==> src/rtl/vga_timing_if.sv <==
// Pixel-side bus of the VGA timing generator: advance enable, colour lookup
// address/data and the registered video outputs.
interface vga_timing_if;
    logic        clken;
    logic [23:0] vga_data;
    logic [9:0]  h_addr;
    logic [9:0]  v_addr;
    logic        hsync;
    logic        vsync;
    logic        blank_n;
    logic [7:0]  vga_r;
    logic [7:0]  vga_g;
    logic [7:0]  vga_b;
    logic        frame_tick;

    modport master (
        input  clken, vga_data,
        output h_addr, v_addr, hsync, vsync, blank_n,
               vga_r, vga_g, vga_b, frame_tick
    );

    modport slave (
        output clken, vga_data,
        input  h_addr, v_addr, hsync, vsync, blank_n,
               vga_r, vga_g, vga_b, frame_tick
    );
endinterface

==> src/rtl/vga_timing.sv <==
// VGA raster timing generator: h/v counters, combinational pixel address,
// one registered stage for sync, blanking, colour and frame tick.
module vga_timing #(
    parameter int unsigned H_SYNC   = 96,
    parameter int unsigned H_BACK   = 48,
    parameter int unsigned H_ACTIVE = 640,
    parameter int unsigned H_FRONT  = 16,
    parameter int unsigned V_SYNC   = 2,
    parameter int unsigned V_BACK   = 33,
    parameter int unsigned V_ACTIVE = 480,
    parameter int unsigned V_FRONT  = 10
) (
    input  logic         clkin,
    input  logic         rst,
    vga_timing_if.master bus
);

    localparam int unsigned H_TOTAL = H_SYNC + H_BACK + H_ACTIVE + H_FRONT;
    localparam int unsigned V_TOTAL = V_SYNC + V_BACK + V_ACTIVE + V_FRONT;

    localparam logic [9:0] H_LAST    = 10'(H_TOTAL - 1);
    localparam logic [9:0] V_LAST    = 10'(V_TOTAL - 1);
    localparam logic [9:0] H_SYNC_W  = 10'(H_SYNC);
    localparam logic [9:0] V_SYNC_W  = 10'(V_SYNC);
    localparam logic [9:0] H_VIS_BEG = 10'(H_SYNC + H_BACK);
    localparam logic [9:0] H_VIS_END = 10'(H_SYNC + H_BACK + H_ACTIVE);
    localparam logic [9:0] V_VIS_BEG = 10'(V_SYNC + V_BACK);
    localparam logic [9:0] V_VIS_END = 10'(V_SYNC + V_BACK + V_ACTIVE);

    logic [9:0]  h_cnt_q, h_cnt_d;
    logic [9:0]  v_cnt_q, v_cnt_d;
    logic        hs0_s, vs0_s, valid0_s;
    logic [9:0]  h_addr_s, v_addr_s;
    logic        hsync_q, hsync_d;
    logic        vsync_q, vsync_d;
    logic        blank_n_q, blank_n_d;
    logic [23:0] rgb_q, rgb_d;
    logic        frame_tick_q, frame_tick_d;

    // Raster counters: h wraps every line, v advances on the h wrap.
    always_comb begin
        h_cnt_d = h_cnt_q;
        v_cnt_d = v_cnt_q;
        if (bus.clken) begin
            if (h_cnt_q == H_LAST) begin
                h_cnt_d = 10'd0;
                if (v_cnt_q == V_LAST) begin
                    v_cnt_d = 10'd0;
                end else begin
                    v_cnt_d = v_cnt_q + 10'd1;
                end
            end else begin
                h_cnt_d = h_cnt_q + 10'd1;
            end
        end else begin
            h_cnt_d = h_cnt_q;
            v_cnt_d = v_cnt_q;
        end
    end

    // Stage 0: sync windows, visibility and pixel address from the counters.
    always_comb begin
        hs0_s    = (h_cnt_q < H_SYNC_W);
        vs0_s    = (v_cnt_q < V_SYNC_W);
        valid0_s = (h_cnt_q >= H_VIS_BEG) && (h_cnt_q < H_VIS_END) &&
                   (v_cnt_q >= V_VIS_BEG) && (v_cnt_q < V_VIS_END);
        if (valid0_s) begin
            h_addr_s = h_cnt_q - H_VIS_BEG;
            v_addr_s = v_cnt_q - V_VIS_BEG;
        end else begin
            h_addr_s = 10'd0;
            v_addr_s = 10'd0;
        end
    end

    // Stage 1 next state; frame_tick drops on any disabled edge.
    always_comb begin
        hsync_d      = hsync_q;
        vsync_d      = vsync_q;
        blank_n_d    = blank_n_q;
        rgb_d        = rgb_q;
        frame_tick_d = 1'b0;
        if (bus.clken) begin
            hsync_d      = ~hs0_s;
            vsync_d      = ~vs0_s;
            blank_n_d    = valid0_s;
            rgb_d        = valid0_s ? bus.vga_data : 24'h000000;
            frame_tick_d = (h_cnt_q == 10'd0) && (v_cnt_q == 10'd0);
        end else begin
            frame_tick_d = 1'b0;
        end
    end

    // State registers; reset overrides clken.
    always_ff @(posedge clkin) begin
        if (rst) begin
            h_cnt_q      <= 10'd0;
            v_cnt_q      <= 10'd0;
            hsync_q      <= 1'b1;
            vsync_q      <= 1'b1;
            blank_n_q    <= 1'b0;
            rgb_q        <= 24'h000000;
            frame_tick_q <= 1'b0;
        end else begin
            h_cnt_q      <= h_cnt_d;
            v_cnt_q      <= v_cnt_d;
            hsync_q      <= hsync_d;
            vsync_q      <= vsync_d;
            blank_n_q    <= blank_n_d;
            rgb_q        <= rgb_d;
            frame_tick_q <= frame_tick_d;
        end
    end

    assign bus.h_addr     = h_addr_s;
    assign bus.v_addr     = v_addr_s;
    assign bus.hsync      = hsync_q;
    assign bus.vsync      = vsync_q;
    assign bus.blank_n    = blank_n_q;
    assign bus.vga_r      = rgb_q[23:16];
    assign bus.vga_g      = rgb_q[15:8];
    assign bus.vga_b      = rgb_q[7:0];
    assign bus.frame_tick = frame_tick_q;

endmodule

==> src/flat_wrapper.sv <==
// flat-port wrapper written by rule: the top's interface ports become plain ports
module vga_timing_flat 
#(
    parameter int unsigned H_SYNC   = 96,
    parameter int unsigned H_BACK   = 48,
    parameter int unsigned H_ACTIVE = 640,
    parameter int unsigned H_FRONT  = 16,
    parameter int unsigned V_SYNC   = 2,
    parameter int unsigned V_BACK   = 33,
    parameter int unsigned V_ACTIVE = 480,
    parameter int unsigned V_FRONT  = 10
)
  (clkin, rst, bus_clken, bus_vga_data, bus_h_addr, bus_v_addr, bus_hsync, bus_vsync, bus_blank_n, bus_vga_r, bus_vga_g, bus_vga_b, bus_frame_tick);
  vga_timing_if bus_i ();
  input  logic clkin;
  input  logic rst;
  input wire logic [$bits(bus_i.clken)-1:0] bus_clken;
  input wire logic [$bits(bus_i.vga_data)-1:0] bus_vga_data;
  output wire logic [$bits(bus_i.h_addr)-1:0] bus_h_addr;
  output wire logic [$bits(bus_i.v_addr)-1:0] bus_v_addr;
  output wire logic [$bits(bus_i.hsync)-1:0] bus_hsync;
  output wire logic [$bits(bus_i.vsync)-1:0] bus_vsync;
  output wire logic [$bits(bus_i.blank_n)-1:0] bus_blank_n;
  output wire logic [$bits(bus_i.vga_r)-1:0] bus_vga_r;
  output wire logic [$bits(bus_i.vga_g)-1:0] bus_vga_g;
  output wire logic [$bits(bus_i.vga_b)-1:0] bus_vga_b;
  output wire logic [$bits(bus_i.frame_tick)-1:0] bus_frame_tick;
  assign bus_i.clken = bus_clken;
  assign bus_i.vga_data = bus_vga_data;
  assign bus_h_addr = bus_i.h_addr;
  assign bus_v_addr = bus_i.v_addr;
  assign bus_hsync = bus_i.hsync;
  assign bus_vsync = bus_i.vsync;
  assign bus_blank_n = bus_i.blank_n;
  assign bus_vga_r = bus_i.vga_r;
  assign bus_vga_g = bus_i.vga_g;
  assign bus_vga_b = bus_i.vga_b;
  assign bus_frame_tick = bus_i.frame_tick;
  vga_timing #(.H_SYNC(H_SYNC), .H_BACK(H_BACK), .H_ACTIVE(H_ACTIVE), .H_FRONT(H_FRONT), .V_SYNC(V_SYNC), .V_BACK(V_BACK), .V_ACTIVE(V_ACTIVE), .V_FRONT(V_FRONT)) u_core (.clkin(clkin), .rst(rst), .bus(bus_i));
endmodule
==> config.mk <==
export PLATFORM = sky130hd
export DESIGN_NAME = vga_timing_flat
export DESIGN_NICKNAME = d
export VERILOG_FILES = /design/src/rtl/vga_timing_if.sv /design/src/rtl/vga_timing.sv /design/src/flat_wrapper.sv
export SDC_FILE = /design/constraint.sdc
export NUM_CORES = 1
export LEC_CHECK = 0
export ABC_CLOCK_PERIOD_IN_PS = 3000
export CORE_MARGIN = 2
export CORE_UTILIZATION = 65
export CTS_BUF_LIST = sky130_fd_sc_hd__clkbuf_4
export CTS_CLUSTER_DIAMETER = 200
export DETAILED_ROUTE_END_ITERATION = 10
export DONT_BUFFER_PORTS = 1
export HOLD_SLACK_MARGIN = 0.12
export PLACE_DENSITY = 0.81
export REMOVE_ABC_BUFFERS = 1
export SYNTH_ARGS = -nofsm -noshare
export SYNTH_HDL_FRONTEND = slang
export SYNTH_SLANG_ARGS = --single-unit
==> constraint.sdc <==
create_clock -name clkin -period 3 [get_ports clkin]
set_input_delay 0.6 -clock clkin [delete_from_list [all_inputs] [get_ports clkin]]
set_output_delay 0.6 -clock clkin [all_outputs]
set_load 0.02 [all_outputs]
# After elaboration in Yosys (flattened, before gate mapping)
# Index checks and enable logic that the tools add are counted.
# classes
mux	5
n_bitwise	3
mul	0
n_addsub	4
shift	0
n_eq_ne	2
div	0
reduce_logical	8
magnitude_cmp	6
# op_table
operator	n
$mux 10	4
$mux 24	1
$add 10x1->10 const B	2
$eq 10x10->1 const B	2
$logic_not 10->1	2
$lt 10x10->1 const B	2
$ge 10x6->1 const B	1
$ge 10x8->1 const B	1
$lt 10x2->1 const B	1
$lt 10x7->1 const B	1
$sub 10x6->10 const B	1
$sub 10x8->10 const B	1
$logic_and 1x1->1	4
$not 1->1	3
$reduce_and 2->1	1
$reduce_or 2->1	1
# word_totals
out_inout_bits	48
mem_count	0
mem_bits_ro	0
latchBits	0
inputBits	27
register_bits	48
ram_bits	0

# Logic depth before layout (Yosys ltp)
# Gate-level depths: netlist of the first run.
# depth
ltp_word	5
ltp_mapped	8

# Worst setup path before layout of the first run
# OpenSTA, ideal clock, no wires.
# synth_timing
kind	reg-to-output
startpoint	reg u_core.v_cnt_q[1]
endpoint	out bus_h_addr[2]
path_slack_ps	406
path_stages_with_launch	8
t_required_ps	2400
t_arrival_ps	1994
cell_sequence	dfxtp_1 -> ha_1 -> clkbuf_1 -> o41ai_2 -> a21oi_1 -> a41oi_4 -> buf_6 -> nor3b_1
# synth_between
elab_chain_len	4
# synth_rtl
item	line	text
start: declaration	vga_timing.sv:31	logic [9:0] v_cnt_q, v_cnt_d;
start signal: assignment	vga_timing.sv:106	v_cnt_q <= v_cnt_d;
$ge 10x6->1	vga_timing.sv:66	(v_cnt_q >= V_VIS_BEG) && (v_cnt_q < V_VIS_END);
$logic_and 1x1->1	vga_timing.sv:65	valid0_s = (h_cnt_q >= H_VIS_BEG) && (h_cnt_q < H_VIS_END) &&
$logic_and 1x1->1 *	vga_timing.sv:66	
$mux 10 *	vga_timing.sv:67	if (valid0_s) begin
end: declaration	flat_wrapper.sv:19	output wire logic [$bits(bus_i.h_addr)-1:0] bus_h_addr;
# Mark *: on every way between the ends. The rest lies on a longest branch, timed or not.

# Worst setup path in the final report of the first run
# layout_timing
startpoint	reg u_core.h_cnt_q[4]
endpoint	out bus_h_addr[2]
# layout_between
elab_chain_len	5
# layout_rtl
item	line	text
start: declaration	vga_timing.sv:30	logic [9:0] h_cnt_q, h_cnt_d;
start signal: assignment	vga_timing.sv:105	h_cnt_q <= h_cnt_d;
$ge 10x8->1 or $lt 10x10->1 (tied branches)	vga_timing.sv:65	
$logic_and 1x1->1 * (2 in series)	vga_timing.sv:65	
$logic_and 1x1->1 *	vga_timing.sv:66	
$mux 10 *	vga_timing.sv:67	
# Marked as above.

==> results.ini, run 1 <==
[outcome]
outcome=completed

[synth]
yosysWarnings=0
syn_avg_cell_area_um2=8.389
async_reset_ff_share_pct=0
synth_edf_count=0
synthesis.area_um2=2668
yosysUniqueCellTypes=46
netlist_instances=318
synth.ff_latch_count=48
ys.flop_type=dfxtp_1
synth_sequential_area_ratio_pct=36.02

[pwr]
p_leak_nw=1.011
vdd_drop_max_mv=0.4260
p_per_area_nw_per_um2=352.2

[sta]
relSlewSlack_pct=57.26
fmax_mhz=349.2
finalHoldViolCount=0
final.setup.tns_ns=0
worst_pin_slew_ns=0.6368
setup_viol=0
min_period_ns=2.863
slew_violations=0
min_period_over_period_pct=95.45
clock_skew_ns=0.01136
rsz0062_at_grt=false
hold_slack_ns=0.2780

[clock_network]
postCtsSetupRepairBufs=0
clkSinkCount=48
cts.clk_slew.worst_paths_ns=0.14
cts_made_buffers=5
root_buffer=clkbuf_4
postCtsHoldBufs=0
cts_tree=yes
ctsLongestPathBuffers=2
clock_latency_ns=0.38
htreeDepth=2

[setup_path]
arrival_ns=2.26
crit_end=bus_h_addr[2]
rrSetupSlack_ns=0.93
r2r_cells=5
r2r_start=u_core.h_cnt_q[0]
reg2reg_to=u_core.v_cnt_q[0]
critPathLaunchType=register
cp.required_ns=2.40
path_class=register to primary output
worstPathMaxFanout=17
end_kind=primary output
crit_start=u_core.h_cnt_q[4]

[cells_and_area]
multi_input_area_um2=1504
layout-drive-gt1-share_pct=15.63
final_core_util_pct=71.17
nets=354
fin_area_um2=2826
diodes=0
fill_cells=338
regArea_um2=963.4
area_growth_syn_to_layout_pct=5.957
stdcell_count=370

[placement]
gp_congestion=0.8396
place_inst=362
io_buffers=0
dp_hpwl_mm=4.051
placed_area_um2=2745

[route]
drc_errors=0
drt_pass1_iterations=6
routed_wl_mm=5.896
vias=2318
wire_per_inst_um=15.94
drt-initial-drc-count=176
via_per_inst=6.265
ant_nets=0

[grt]
grt_pass1_vias=2063
grt-ovfl-total=0
antenna_found_initial=0
grt_max_degree=34
grt_usage_pct=26.91
grt_pass1_wl_mm=9.639

[die]
core_um2=3971
io_pins=75
die_w_um=68.06
dieArea_um2=4632
die_h_um=68.06
start_util_pct=67.17
rows=23

[job]
cap_violations=0

[min_path]
hp-class=input port to register

worst max-delay path, cell delays in order (launching register included):
cell and delay [ns]:
dfxtp_2 0.42, inv_1 0.08, ha_1 0.24, nand2b_1 0.09
a21boi_0 0.08, o21a_2 0.29, buf_4 0.22, nor3b_1 0.27
buf_4 0.19
cell families (layout without fill, tap and decap cells):
family / Yosys count / in the layout / share of synthesized area (%)
AND/OR/NAND/NOR: 141 / 141 / 27.77
AO/OA/AOI/OAI: 57 / 57 / 16.89
flip-flops: 48 / 48 / 36.02
XOR/XNOR: 21 / 21 / 6.895
buffers and inverters: 42 / 44 / 8.302
adder cells (fa/ha/maj): 8 / 8 / 3.752
multiplexers: 1 / 1 / 0.3752
state kept, by name, summed over array words and instances (netlist names):
register / cells
u_core.bus.frame_tick: 1
u_core.h_cnt_q: 10
u_core.bus.blank_n: 1
u_core.v_cnt_q: 10
u_core.rgb_q: 24
u_core.bus.vsync: 1
u_core.bus.hsync: 1
power by group:
| group | switching (mW) | internal (mW) |
|---|---|---|
| combinational | 0.0276 | 0.0147 |
| clock | 0.213 | 0.0884 |
| sequential | 0.00827 | 0.643 |
| total | 0.249 | 0.746 |
timing repair:
action | 4_1_cts | 5_1_grt
resized for setup | 1 | 6
hold endpoints to repair | 0 | 0
setup endpoints to repair | 10 | 20
how the worst min path moves through the flow:
stage | start | end | slack, ns | cells after the start
after floorplan | u_core.v_cnt_q[1] | u_core.v_cnt_q[1] | 0.49 | 2
after global placement | u_core.v_cnt_q[1] | u_core.v_cnt_q[1] | 0.51 | 2
after detailed placement | u_core.v_cnt_q[1] | u_core.v_cnt_q[1] | 0.53 | 2
after CTS | rst | u_core.v_cnt_q[1] | 0.27 | 1
after global routing | rst | u_core.v_cnt_q[1] | 0.26 | 1
final | rst | u_core.v_cnt_q[1] | 0.28 | 1
layer usage:
layer | part of all wire, % | track usage [%] | vias to the layer above
li1 | - | - | 1160
met3 | 4.9 | 6.086 | 5
met4 | 0.76 | 7.000 | 0
met1 | 46 | 34.42 | 1095
met5 | 0 | 0 | -
met2 | 49 | 45.63 | 58
cell usage in the layout (no fill, tap or decap), drive strengths merged, types with 6 or more instances in the layout:
cell type  synthesis  layout
xor2               6       6
dfxtp             48      48
nor2              18      18
nand3             33      33
inv                9       9
ha                 8       8
nand4              7       7
nand2             36      36
o41ai             25      25
o21ai              6       6
nor3              20      20
a21oi             13      13
xnor2             15      15
buf               16      27
cell type report:
| type | count | area share [%] |
|---|---|---|
| timing repair buffer | 27 | 7.304 |
| clock inverter | 3 | 0.6640 |
| tap | 50 | 2.213 |
| multi-input combinational | 228 | 53.21 |
| sequential | 48 | 34.09 |
| clock buffer | 5 | 1.328 |
| inverter | 9 | 1.195 |
cell usage after synthesis, drive strengths merged (6+ instances only):
cell type	instances	area (µm²)
nand2	36	135.1
nor2	18	70.07
o41ai	25	226.5
buf	16	123.9
clkbuf	17	63.81
nor3	20	105.1
o21ai	6	30.02
xnor2	15	131.4
inv	9	33.78
nand4	7	50.05
a21oi	13	68.82
dfxtp	48	960.9
xor2	6	52.55
ha	8	100.1
nand3	33	177.7
through the flow:
step	worst slack, ns	power [mW]
after floorplan	0.2678	0.6954
after global placement	0.4662	0.7058
after CTS	0.02488	0.9992
after detailed placement	0.3760	0.7066
final	0.1366	0.9956
after global routing	0.005542	1.026
No activity file was read; power rests on OpenSTA's default activity.
==> run 2, diff against run 1 <==
--- a/config.mk
+++ b/config.mk
@@ -6,6 +6,7 @@
 export NUM_CORES = 1
 export LEC_CHECK = 0
 export ABC_CLOCK_PERIOD_IN_PS = 3000
+export CORE_ASPECT_RATIO = 1.5
 export CORE_MARGIN = 2
 export CORE_UTILIZATION = 65
 export CTS_BUF_LIST = sky130_fd_sc_hd__clkbuf_4
==> run 2 against run 1 <==
Critical path depth down 1. Sequential power barely moved. First-iteration DRC count fell by 53%. Largest cell class unchanged. Highest routed layer unchanged.
==> results.ini, run 2 (synthesis gave the netlist of run 1 again) <==
[cells_and_area]
mostFrequentLayoutCell=dfxtp_1  ; unchanged
final_cell_mix=dfxtp_1 (47), nand2_1 (36), nand3_1 (32)  ; was dfxtp_1 (46), nand2_1 (36), nand3_1 (32)
multi_input_area_um2=1504  ; unchanged
regArea_um2=962.2  ; was 963.4 µm²
layout-drive-gt1-share_pct=15.58  ; was 15.63%
nets=355  ; was 354
diodes=0  ; unchanged
stdcell_count=366  ; was 370
largestRegisters=u_core.rgb_q (24), u_core.h_cnt_q (10), u_core.v_cnt_q (10)  ; unchanged
largest_register_ff_count=24  ; unchanged
area_growth_syn_to_layout_pct=7.036  ; was 5.957%
fill_cells=334  ; was 338
top_register=u_core.rgb_q  ; unchanged

[route]
drt_pass1_iterations=4  ; was 6
wire_per_inst_um=16.94  ; was 15.94 µm
drc_errors=0  ; unchanged
routed_wl_mm=6.199  ; was 5.896 mm
ant_nets=0  ; unchanged
via_per_inst=6.582  ; was 6.265
drt-initial-drc-count=82  ; was 176
vias=2409  ; was 2318

[die]
die_w_um=56.31  ; was 68.06 µm
rows=28  ; was 23
die_h_um=82.46  ; was 68.06 µm
core_um2=3959  ; was 3971 µm²
io_pins=75  ; unchanged
dieArea_um2=4643  ; was 4632 µm²
start_util_pct=67.38  ; was 67.17%

[setup_path]
reg2reg_to=u_core.v_cnt_q[3]  ; was u_core.v_cnt_q[0]
crit_chain=ha_2, o41ai_4, a21oi_1, a41oi_4, buf_6, nor3b_1, buf_4  ; was inv_1, ha_1, nand2b_1, a21boi_0, o21a_2, buf_4, nor3b_1, buf_4
rrSetupSlack_ns=0.84  ; was 0.93 ns
arrival_ns=2.25  ; was 2.26 ns
cp_num_buf_inv=2  ; was 3
worstPathMaxFanout=32  ; was 17
path_class=register to primary output  ; unchanged
path_delay_family=compound AO/OA/AOI/OAI gates  ; was buffers and inverters
r2r_start=u_core.h_cnt_q[0]  ; unchanged
r2r_cells=5  ; unchanged
cpMaxStageDelayCell=dfxtp_1  ; was dfxtp_2
cp_slowest_stage_delay_ns=0.39  ; was 0.42 ns
cp.required_ns=2.40  ; about the same
critPathLaunchType=register  ; unchanged
end_kind=primary output  ; unchanged

[clock_network]
cts_tree=yes  ; unchanged
htreeDepth=2  ; unchanged
cts.clk_slew.worst_paths_ns=0.15  ; was 0.14 ns
ctsLongestPathBuffers=2  ; unchanged
cts_made_buffers=5  ; unchanged
clkSinkCount=48  ; unchanged
clock_latency_ns=0.38  ; about the same
root_buffer=clkbuf_4  ; unchanged
postCtsHoldBufs=0  ; unchanged

[sta]
fmax_mhz=351.1  ; was 349.2 MHz
rsz0062_at_grt=false  ; unchanged
final.setup.tns_ns=0  ; unchanged
min_period_ns=2.849  ; was 2.863 ns
min_period_over_period_pct=94.95  ; was 95.45%
finalHoldViolCount=0  ; unchanged
worst_pin_slew_ns=0.7088  ; was 0.6368 ns
clock_skew_ns=0.01100  ; was 0.01136 ns
setup_viol=0  ; unchanged
relSlewSlack_pct=52.43  ; was 57.26%
slew_violations=0  ; unchanged

[placement]
gp_congestion=0.9018  ; was 0.8396
io_buffers=0  ; unchanged
place_inst=358  ; was 362
dp_hpwl_mm=4.307  ; was 4.051 mm

[outcome]
outcome=completed  ; unchanged

[grt]
antenna_found_initial=0  ; unchanged
grt_max_degree=36  ; was 34
grt-ovfl-total=0  ; unchanged
grt_pass1_vias=2278  ; was 2063
grt_usage_pct=27.63  ; was 26.91%
grt_pass1_wl_mm=10.31  ; was 9.639 mm

[pwr]
p_leak_nw=1.043  ; was 1.011 nW
vdd_drop_max_mv=0.4699  ; was 0.4260 mV
p_per_area_nw_per_um2=385.0  ; was 352.2 nW/µm²

[min_path]
hp-class=input port to register  ; unchanged
min-delay-start=rst  ; unchanged
whs_path_depth=1  ; unchanged
hold_path_end=u_core.v_cnt_q[1]  ; unchanged

[job]
cap_violations=0  ; unchanged

-- run 2: cell types whose count changed in the layout (fill, tap and decap cells not counted), sizes merged --
cell	delta
buf	+1
bufinv	+1
clkinv	+1
clkinvlp	-2
-- run 2: how the worst max path moves through the flow --
stage,depth (start not counted),start,slack [ns],end
6_report,7,u_core.v_cnt_q[0],0.15,bus_v_addr[1]
4_1_cts,7,u_core.v_cnt_q[0],0.02,bus_v_addr[3]
5_1_grt,8,u_core.h_cnt_q[5],0.008,bus_h_addr[2]
2_1_floorplan,5,u_core.v_cnt_q[0],0.27,bus_h_addr[6]
3_5_place_dp,7,u_core.v_cnt_q[0],0.39,bus_v_addr[3]
3_3_place_gp,7,u_core.v_cnt_q[0],0.44,bus_v_addr[3]
-- run 2: cell type report --
| type | count | share of cell area (%) |
|---|---|---|
| inverters | 9 | 1.183 |
| clock inverters | 3 | 1.665 |
| repair buffers | 28 | 7.493 |
| well taps | 45 | 1.972 |
| multi-input cells | 228 | 52.67 |
| flip-flops and latches | 48 | 33.70 |
| clock buffers | 5 | 1.315 |
-- run 2: metal layers --
metal,up-vias,part of all wire [%],track usage [%],routed length [µm]
met1,1145,40,30.49,2460
met2,93,51,51.06,3170
li1,1158,-,-,-
met4,0,2.0,10.48,127
met3,13,7.1,6.854,441
met5,-,0,0,0
-- run 2: per-stage QoR --
stage	utilization (%)	hold WS [ns]	worst slack (ns)	cell area [µm²]	total power, mW
floorplan	-	0.4917	0.2678	2480	0.6954
global placement	69.37	0.5085	0.4380	2746	0.7068
detailed placement	69.37	0.5218	0.3887	2746	0.7086
CTS	71.62	0.2656	0.02167	2835	1.101
global route	72.12	0.2571	0.007733	2855	1.130
finish	72.12	0.2787	0.1514	2855	1.099
-- run 2: repair_timing --
item | CTS | global route
setup endpoints to repair | 7 | 20
setup buffers | 0 | 0
resized for setup | 1 | 4
-- run 2: report_power, final --
| group | switching [mW] | total (mW) | leakage [nW] | internal [mW] |
|---|---|---|---|---|
| Sequential | 0.00896 | 0.652 | 0.388 | 0.643 |
| Combinational | 0.0281 | 0.0430 | 0.609 | 0.0149 |
| Clock | 0.225 | 0.404 | 0.0454 | 0.179 |
==> run 3, diff against run 2 <==
--- a/config.mk
+++ b/config.mk
@@ -13,6 +13,7 @@
 export CTS_CLUSTER_DIAMETER = 200
 export DETAILED_ROUTE_END_ITERATION = 10
 export DONT_BUFFER_PORTS = 1
+export GPL_TIMING_DRIVEN = 1
 export HOLD_SLACK_MARGIN = 0.12
 export PLACE_DENSITY = 0.81
 export REMOVE_ABC_BUFFERS = 1
==> results of run 3 <==
The final DEF is identical to that of run 2; final timing and power are the same.
